==> config.mk <==
export PLATFORM = sky130hd
export DESIGN_NAME = cv32e40p_apu_int_resp_flat
export DESIGN_NICKNAME = d
export VERILOG_FILES = /design/src/rtl/cv32e40p_apu_int_resp_if.sv /design/src/rtl/cv32e40p_apu_int_resp.sv /design/src/flat_wrapper.sv
export SDC_FILE = /design/constraint.sdc
export NUM_CORES = 2
export LEC_CHECK = 0
export CORE_MARGIN = 4
export CORE_UTILIZATION = 65
export CTS_CLUSTER_SIZE = 40
export DETAILED_ROUTE_END_ITERATION = 10
export PLACE_DENSITY = 0.84
export SLEW_MARGIN = 15
export SYNTH_ARGS = -nofsm -noshare
export SYNTH_HDL_FRONTEND = slang
export SYNTH_SLANG_ARGS = --single-unit
==> constraint.sdc <==
create_clock -name clk -period 8.95 [get_ports clk]
set_clock_uncertainty 0.2 [all_clocks]
set_input_delay 0.895 -clock clk [delete_from_list [all_inputs] [get_ports clk]]
set_output_delay 0.895 -clock clk [all_outputs]
set_load 0.05 [all_outputs]
==> src/rtl/cv32e40p_apu_int_resp_if.sv <==
// APU request/grant/rvalid bundle between the core (master) and an APU responder (slave).
// Operand, op and flag widths follow the core's APU parameters.
interface cv32e40p_apu_int_resp_if #(
    parameter int APU_NARGS_CPU    = 3,
    parameter int APU_WOP_CPU      = 6,
    parameter int APU_NUSFLAGS_CPU = 5
);
    logic                               apu_req;
    logic                               apu_gnt;
    logic [APU_NARGS_CPU-1:0][31:0]     apu_operands;
    logic [APU_WOP_CPU-1:0]             apu_op;
    logic [14:0]                        apu_req_flags;
    logic                               apu_rvalid;
    logic [31:0]                        apu_result;
    logic [APU_NUSFLAGS_CPU-1:0]        apu_resp_flags;

    modport master (
        output apu_req, apu_operands, apu_op, apu_req_flags,
        input  apu_gnt, apu_rvalid, apu_result, apu_resp_flags
    );

    modport slave (
        input  apu_req, apu_operands, apu_op, apu_req_flags,
        output apu_gnt, apu_rvalid, apu_result, apu_resp_flags
    );
endinterface

==> src/rtl/cv32e40p_apu_int_resp.sv <==
// Integer APU responder: ALU, pipelined multiply and iterative unsigned divide, with
// in-order collision-free responses enforced purely by the grant decision.
module cv32e40p_apu_int_resp #(
    parameter int APU_NARGS_CPU    = 3,
    parameter int APU_WOP_CPU      = 6,
    parameter int APU_NUSFLAGS_CPU = 5,
    parameter int MUL_LAT          = 2
) (
    input  logic                      clk,
    input  logic                      rst_n,
    cv32e40p_apu_int_resp_if.slave    bus,
    output logic                      busy_o
);

    typedef enum logic [1:0] {DIV_IDLE, DIV_RUN, DIV_DONE} div_state_e;

    typedef struct packed {
        logic                        valid;
        logic [31:0]                 result;
        logic [APU_NUSFLAGS_CPU-1:0] flags;
    } resp_t;

    localparam logic [5:0] LAT_FAST = 6'd1;
    localparam logic [5:0] LAT_MUL  = 6'(MUL_LAT);
    localparam logic [5:0] LAT_DIV  = 6'd33;

    // r_q: cycles from now until the youngest in-flight response fires
    logic [5:0]               r_q, r_d;
    resp_t [MUL_LAT-1:0]      pend_q, pend_d;

    div_state_e               div_state_q, div_state_d;
    logic [31:0]              quo_q, quo_d;
    logic [31:0]              rem_q, rem_d;
    logic [31:0]              dvs_q, dvs_d;
    logic [4:0]               cnt_q, cnt_d;
    logic                     dz_q, dz_d;

    logic [31:0]              op_a, op_b;
    logic                     illegal, is_mul, is_div, gnt;
    logic [5:0]               lat;
    logic [63:0]              prod;
    resp_t                    new_resp;
    logic [32:0]              rem_sh, diff;
    logic                     div_done;
    logic [APU_NUSFLAGS_CPU-1:0] div_flags;

    // Decode, single-cycle datapath and grant decision
    // NOTE: every variable gets a default at the top of an always_comb so no path leaves it unassigned (no latch).
    always_comb begin
        op_a     = bus.apu_operands[0];
        op_b     = bus.apu_operands[1];
        illegal  = |bus.apu_op[APU_WOP_CPU-1:3];
        is_mul   = !illegal && (bus.apu_op[2:0] == 3'd5 || bus.apu_op[2:0] == 3'd6);
        is_div   = !illegal && (bus.apu_op[2:0] == 3'd7);
        lat      = is_div ? LAT_DIV : (is_mul ? LAT_MUL : LAT_FAST);
        prod     = 64'(op_a) * 64'(op_b);
        new_resp       = '0;
        new_resp.valid = 1'b1;
        if (illegal) begin
            new_resp.flags[1] = 1'b1;
        end else begin
            case (bus.apu_op[2:0])
                3'd0:    new_resp.result = op_a + op_b;
                3'd1:    new_resp.result = op_a - op_b;
                3'd2:    new_resp.result = op_a & op_b;
                3'd3:    new_resp.result = op_a | op_b;
                3'd4:    new_resp.result = op_a ^ op_b;
                3'd5:    new_resp.result = prod[31:0];
                3'd6:    new_resp.result = prod[63:32];
                default: new_resp.result = '0;
            endcase
        end
        gnt = bus.apu_req && (lat > r_q) && (div_state_q != DIV_RUN);
    end

    // Response horizon and the fixed-latency delay line; slot i fires i+1 cycles from now
    always_comb begin
        r_d = (r_q == 6'd0) ? 6'd0 : r_q - 6'd1;
        if (gnt) r_d = lat - 6'd1;

        pend_d = '0;
        for (int i = 0; i < MUL_LAT - 1; i++) pend_d[i] = pend_q[i+1];
        if (gnt && is_mul)                pend_d[MUL_LAT-1] = new_resp;
        else if (gnt && !is_div)          pend_d[0]         = new_resp;
    end

    // Restoring divider: one quotient bit per RUN cycle, result presented in DONE
    always_comb begin
        div_state_d = div_state_q;
        quo_d       = quo_q;
        rem_d       = rem_q;
        dvs_d       = dvs_q;
        cnt_d       = cnt_q;
        dz_d        = dz_q;
        rem_sh      = {rem_q, quo_q[31]};
        diff        = rem_sh - {1'b0, dvs_q};
        case (div_state_q)
            DIV_RUN: begin
                if (!diff[32]) begin
                    rem_d = diff[31:0];
                    quo_d = {quo_q[30:0], 1'b1};
                end else begin
                    rem_d = rem_sh[31:0];
                    quo_d = {quo_q[30:0], 1'b0};
                end
                cnt_d = cnt_q + 5'd1;
                if (cnt_q == 5'd31) div_state_d = DIV_DONE;
            end
            DIV_DONE: div_state_d = DIV_IDLE;
            default:  ;
        endcase
        if (gnt && is_div) begin
            div_state_d = DIV_RUN;
            quo_d       = op_a;
            rem_d       = '0;
            dvs_d       = op_b;
            cnt_d       = '0;
            dz_d        = (op_b == '0);
        end
    end

    // NOTE: state updates use non-blocking assignments so every flop samples pre-edge values.
    always_ff @(posedge clk or negedge rst_n) begin
        if (!rst_n) begin
            r_q         <= '0;
            // NOTE: the delay line is reset too: a stale valid bit would emit a phantom response.
            pend_q      <= '0;
            div_state_q <= DIV_IDLE;
            quo_q       <= '0;
            rem_q       <= '0;
            dvs_q       <= '0;
            cnt_q       <= '0;
            dz_q        <= 1'b0;
        end else begin
            r_q         <= r_d;
            pend_q      <= pend_d;
            div_state_q <= div_state_d;
            quo_q       <= quo_d;
            rem_q       <= rem_d;
            dvs_q       <= dvs_d;
            cnt_q       <= cnt_d;
            dz_q        <= dz_d;
        end
    end

    always_comb begin
        div_flags    = '0;
        div_flags[0] = dz_q;
    end

    assign div_done           = (div_state_q == DIV_DONE);
    assign bus.apu_gnt        = gnt;
    assign bus.apu_rvalid     = pend_q[0].valid | div_done;
    assign bus.apu_result     = pend_q[0].result | (div_done ? quo_q : 32'd0);
    assign bus.apu_resp_flags = pend_q[0].flags | (div_done ? div_flags : '0);
    assign busy_o             = (r_q != 6'd0);

    // Request flags and the third operand carry nothing for this coprocessor
    logic unused_ok;
    assign unused_ok = ^{bus.apu_req_flags, bus.apu_operands, rem_q[0]};

endmodule

==> src/flat_wrapper.sv <==
// flat-port wrapper written by rule: the top's interface ports become plain ports
module cv32e40p_apu_int_resp_flat 
#(
    parameter int APU_NARGS_CPU    = 3,
    parameter int APU_WOP_CPU      = 6,
    parameter int APU_NUSFLAGS_CPU = 5,
    parameter int MUL_LAT          = 2
)
  (clk, rst_n, busy_o, bus_apu_req, bus_apu_operands, bus_apu_op, bus_apu_req_flags, bus_apu_gnt, bus_apu_rvalid, bus_apu_result, bus_apu_resp_flags);
  cv32e40p_apu_int_resp_if #(.APU_NARGS_CPU(APU_NARGS_CPU), .APU_WOP_CPU(APU_WOP_CPU), .APU_NUSFLAGS_CPU(APU_NUSFLAGS_CPU)) bus_i ();
  input  logic clk;
  input  logic rst_n;
  output logic busy_o;
  input wire logic [$bits(bus_i.apu_req)-1:0] bus_apu_req;
  input wire logic [$bits(bus_i.apu_operands)-1:0] bus_apu_operands;
  input wire logic [$bits(bus_i.apu_op)-1:0] bus_apu_op;
  input wire logic [$bits(bus_i.apu_req_flags)-1:0] bus_apu_req_flags;
  output wire logic [$bits(bus_i.apu_gnt)-1:0] bus_apu_gnt;
  output wire logic [$bits(bus_i.apu_rvalid)-1:0] bus_apu_rvalid;
  output wire logic [$bits(bus_i.apu_result)-1:0] bus_apu_result;
  output wire logic [$bits(bus_i.apu_resp_flags)-1:0] bus_apu_resp_flags;
  assign bus_i.apu_req = bus_apu_req;
  assign bus_i.apu_operands = bus_apu_operands;
  assign bus_i.apu_op = bus_apu_op;
  assign bus_i.apu_req_flags = bus_apu_req_flags;
  assign bus_apu_gnt = bus_i.apu_gnt;
  assign bus_apu_rvalid = bus_i.apu_rvalid;
  assign bus_apu_result = bus_i.apu_result;
  assign bus_apu_resp_flags = bus_i.apu_resp_flags;
  cv32e40p_apu_int_resp #(.APU_NARGS_CPU(APU_NARGS_CPU), .APU_WOP_CPU(APU_WOP_CPU), .APU_NUSFLAGS_CPU(APU_NUSFLAGS_CPU), .MUL_LAT(MUL_LAT)) u_core (.clk(clk), .rst_n(rst_n), .bus(bus_i), .busy_o(busy_o));
endmodule
== After elaboration in Yosys (flattened, before gate mapping) ==
Index checks and enable logic that the tools add are counted.

* Mux-type cells: 23
* Eq/ne operators: 12
* $lt $le $gt $ge: 1
* $mul: 1
* Add/sub/neg operators: 6
* Reductions and logical operators: 18
* Bitwise gates (word level): 6

{| class="wikitable"
|+ Operator list
! operator !! number
|-
| $mux 32 || 7
|-
| $pmux 32 s7 || 1
|-
| $mux 38 || 3
|-
| $mul 32x32->64 || 1
|-
| $or 32x32->32 || 2
|-
| $sub 33x32->33 || 1
|-
| $add 32x32->32 || 1
|-
| $and 32x32->32 || 1
|-
| $logic_not 32->1 || 1
|-
| $sub 32x32->32 || 1
|-
| $xor 32x32->32 || 1
|-
| $mux 6 || 3
|-
| $eq 3x3->1 const B || 4
|-
| $sub 6x1->6 const B || 2
|-
| $mux 5 || 2
|-
| $logic_and 1x1->1 || 7
|-
| $eq 3x2->1 const B || 2
|-
| $gt 6x6->1 || 1
|-
| $logic_not 6->1 || 1
|-
| $mux 2 || 3
|-
| $reduce_bool 6->1 || 1
|-
| $add 5x1->5 const B || 1
|-
| $eq 5x5->1 const B || 1
|-
| $or 5x5->5 || 1
|-
| other kinds (15) || 18
|}

* Input port bits: 120
* Bits in registers: 186
* Output and inout bits: 40
* Logic and storage cells: 80

== Logic depth before layout (Yosys ltp) ==
* Depth in word-level cells: 11
* Mapped depth: 30
* Depth with buffers taken out: 27

== Worst setup path before layout ==
OpenSTA, ideal clock, no wires.

* Path type: input -> register
* Start point: input bus_apu_operands[41]
* End point: register u_core.pend_q[57] (netlist bit)
* Required time: 8.618 ns
* Setup time: 0.132 ns
* Buffers on the path: 3
* Stages on the path: 25
* Path slack: 0.660 ns
* Data arrival time: 7.959 ns
* Cell sequence: clkbuf_1 clkinv_1 buf_1 nor2_1 fa_1 fa_1 inv_1 fa_1 fa_1 inv_1 fa_1 fa_1 fa_1 fa_1 ha_1 clkbuf_1 nand4_1 or3_1 nor3_1 a21o_1 o21ai_1 o31ai_1 xor2_1 a21oi_1 nor2_1

{| class="wikitable"
|+ RTL lines
! element !! line !! RTL
|-
| start, declared || flat_wrapper.sv:15 || <nowiki>input wire logic [$bits(bus_i.apu_operands)-1:0] bus_apu_operands;</nowiki>
|-
| end signal, assigned || cv32e40p_apu_int_resp.sv:136 || <nowiki>pend_q <= pend_d;</nowiki>
|-
| end, declared || cv32e40p_apu_int_resp.sv:29 || <nowiki>resp_t [MUL_LAT-1:0] pend_q, pend_d;</nowiki>
|}

==> results.cfg <==
[synthesis]
synth.most_common_cell = inv_1
yosys_warnings = 0
synth_compound_area_frac = 0.1036
ys.flop_type = dfrtp_1
async_flop_share = 1.000
synth_xor_area_frac = 0.02655
yosys.area.top_type = fa_1
synth_top_area_share = 0.3978
synth_common_cells = 974 x inv_1, 898 x fa_1, 716 x nor2_1
synth_top_family_by_area = adder cells
synth.distinct_cells = 82
synth_mux_area_frac = 0.008251
ys_ff_latch = 178
synth-simple-area-share = 0.1465
synthCells = 5324
syn_area_um2 = 45190
synth_edf_count = 0
avgSynthCellArea_um2 = 8.488
yosysSeqAreaShare = 0.09856
synth.area.top_cells = fa_1 40%, ha_1 11%, dfrtp_1 9.9%
synth_fa_ha_area_frac = 0.5077

[worst_hold_path]
min-delay-path-class = flop to flop

[placement]
gp_congestion = 1.100
dp_hpwl_um = 143700
port_buffers = 109
placed_area_um2 = 51290

[global_routing]
grt_pass1_vias = 43410
antenna_found_initial = 14
grt_pass1_wl_um = 265400
grt_overflow = 0
track_usage = 0.4852
grt_max_degree = 94

[route]
drt_iter0_markers = 4801
wl_per_cell_um = 26.52
wirelength_um = 176000
ant_nets = 0
num_vias = 41320
post-route-drc-count = 1
routed_via_density = 6.226
drt_pass1_iterations = 11

[clock_network]
cts_setup_buffers = 0
cts_made_buffers = 17
cts-resized-gates = 0
clk_path_buf_depth = 2
hold_buffers = 0
clk_latency_ns = 0.44
htree_levels = 4
cts-root-buf = clkbuf_16
cts_tree = built
clk_pin_slew_worst_paths_ns = 0.07
cts_sinks = 178

[sta]
setup_violations = 0
drv_slew = 0
tightest_slew_ns = 1.212
fmax_ghz = 0.1139
hold_violations = 0
relSlewSlack = 0.1905
min_period_ns = 8.779
period_share = 0.9808
grt_setup_unrepaired = yes

[critical_path]
worst_setup_path_end_kind = flop
arrival_ns = 8.89
cp_max_fo = 18
cpPeakStageDelay_ns = 0.53
crit_path_top_delay_cell = clkdlybuf4s50_1
worstSetupPathType = input port to flop
cp.required_ns = 9.06
cp_common_cell = fa_1
startpoint_type = input port

[job]
drv_cap = 0

[floorplan]
rows = 96
die-width_um = 271.7
start_util = 0.6578
ioPinCount = 160
core_area_um2 = 68710
die_h_um = 271.7
die_area_um2 = 73810

[cells_and_area]
drive_gt1_frac = 0.1085
final_nets = 7098
area_delta_synth_final_pct = 15.10
final_cell_area_um2 = 52020

[run_status]
violations = DRC
outcome = finished with violations
## through the flow
| stage | TNS [ns] | worst slack (ns) | utilization | cells | hold slack (ns) |
|---|---|---|---|---|---|
| 6_report | 0 | 0.1714 | 0.7571 | 6637 | 0.2604 |
| 5_1_grt | -0.09281 | -0.04035 | 0.7568 | 6628 | 0.2688 |
| 4_1_cts | 0 | 0.05379 | 0.7553 | 6626 | 0.2610 |
| 3_5_place_dp | -3.023 | -0.3094 | 0.7466 | 6594 | 0.2300 |
| 3_3_place_gp | -2.471 | -0.2291 | 0.7466 | 6594 | 0.2290 |
| 2_1_floorplan | 0 | 0.6596 | - | 5327 | 0.2084 |
## layout by cell type, fill, tap and decap left out, types with 52 or more instances in the layout
cell,count
clkdlybuf4s50_1,106
inv_1,974
xnor2_1,98
a21oi_1,204
dfrtp_1,178
nor2_1,713
ha_1,397
o21ai_0,131
a21o_1,88
buf_4,454
fa_1,897
buf_12,78
nand3_1,52
nand2_1,690
o21ai_1,77
## cell families after synthesis
family,after synthesis
adders and majority gates,1295
DFF,178
other,1
xor gates and xnor gates,137
buffers and inverters,1304
muxes,37
and+or+nand+nor,1626
AOI/OAI and AO/OA,746
## worst max-delay path, delay by kind of cell
kind | cells | cell delay (ns)
AND/OR/NAND/NOR | 2 | 0.23
AO/OA/AOI/OAI | 5 | 1.11
buffers and inverters | 12 | 2.05
XOR/XNOR | 1 | 0.15
adder cells (fa/ha/maj) | 10 | 4.44
## flip-flops by register name, summed over array words and instances (netlist names)
register / flops
u_core.pend_q: 68
u_core.dvs_q: 32
u_core.quo_q: 32
u_core.rem_q: 32
u_core.r_q: 6
u_core.cnt_q: 5
u_core.div_state_q: 2
u_core.dz_q: 1
## metal layers
layer	vias up	wire, um	GRT usage
li1	17140	-	-
met1	20220	59590	0.6016
met2	3063	76190	0.7357
met3	891	24710	0.1602
met4	6	15510	0.3100
met5	-	36	0.001316
## cell type report
cell class	count	area, um^2
Clock inverter	14	160.2
Antenna cell	10	25.02
Sequential cell	178	4454
Inverter	997	3746
Tap cell	931	1165
Timing Repair Buffer	644	6093
Multi-Input combinational cell	3845	35930
Clock buffer	18	439.2
Fill cell	4787	16690
## final timing paths
kind,slack [ns],cells after the start,startpoint,end
worst min-delay path,0.26,2,u_core.pend_q[54],u_core.pend_q[16]
max in group asynchronous,6.62,2,rst_n,u_core.rem_q[13]
worst max register to register,5.04,13,u_core.quo_q[31],u_core.rem_q[20]
worst min register to register,0.26,2,u_core.pend_q[54],u_core.pend_q[16]
worst max-delay path,0.17,30,bus_apu_operands[40],u_core.pend_q[36]
min in group asynchronous,0.35,1,rst_n,u_core.rem_q[26]
Power is not shown: default switching activity piles up to over one toggle a cycle in this logic, so the estimate is an artifact.
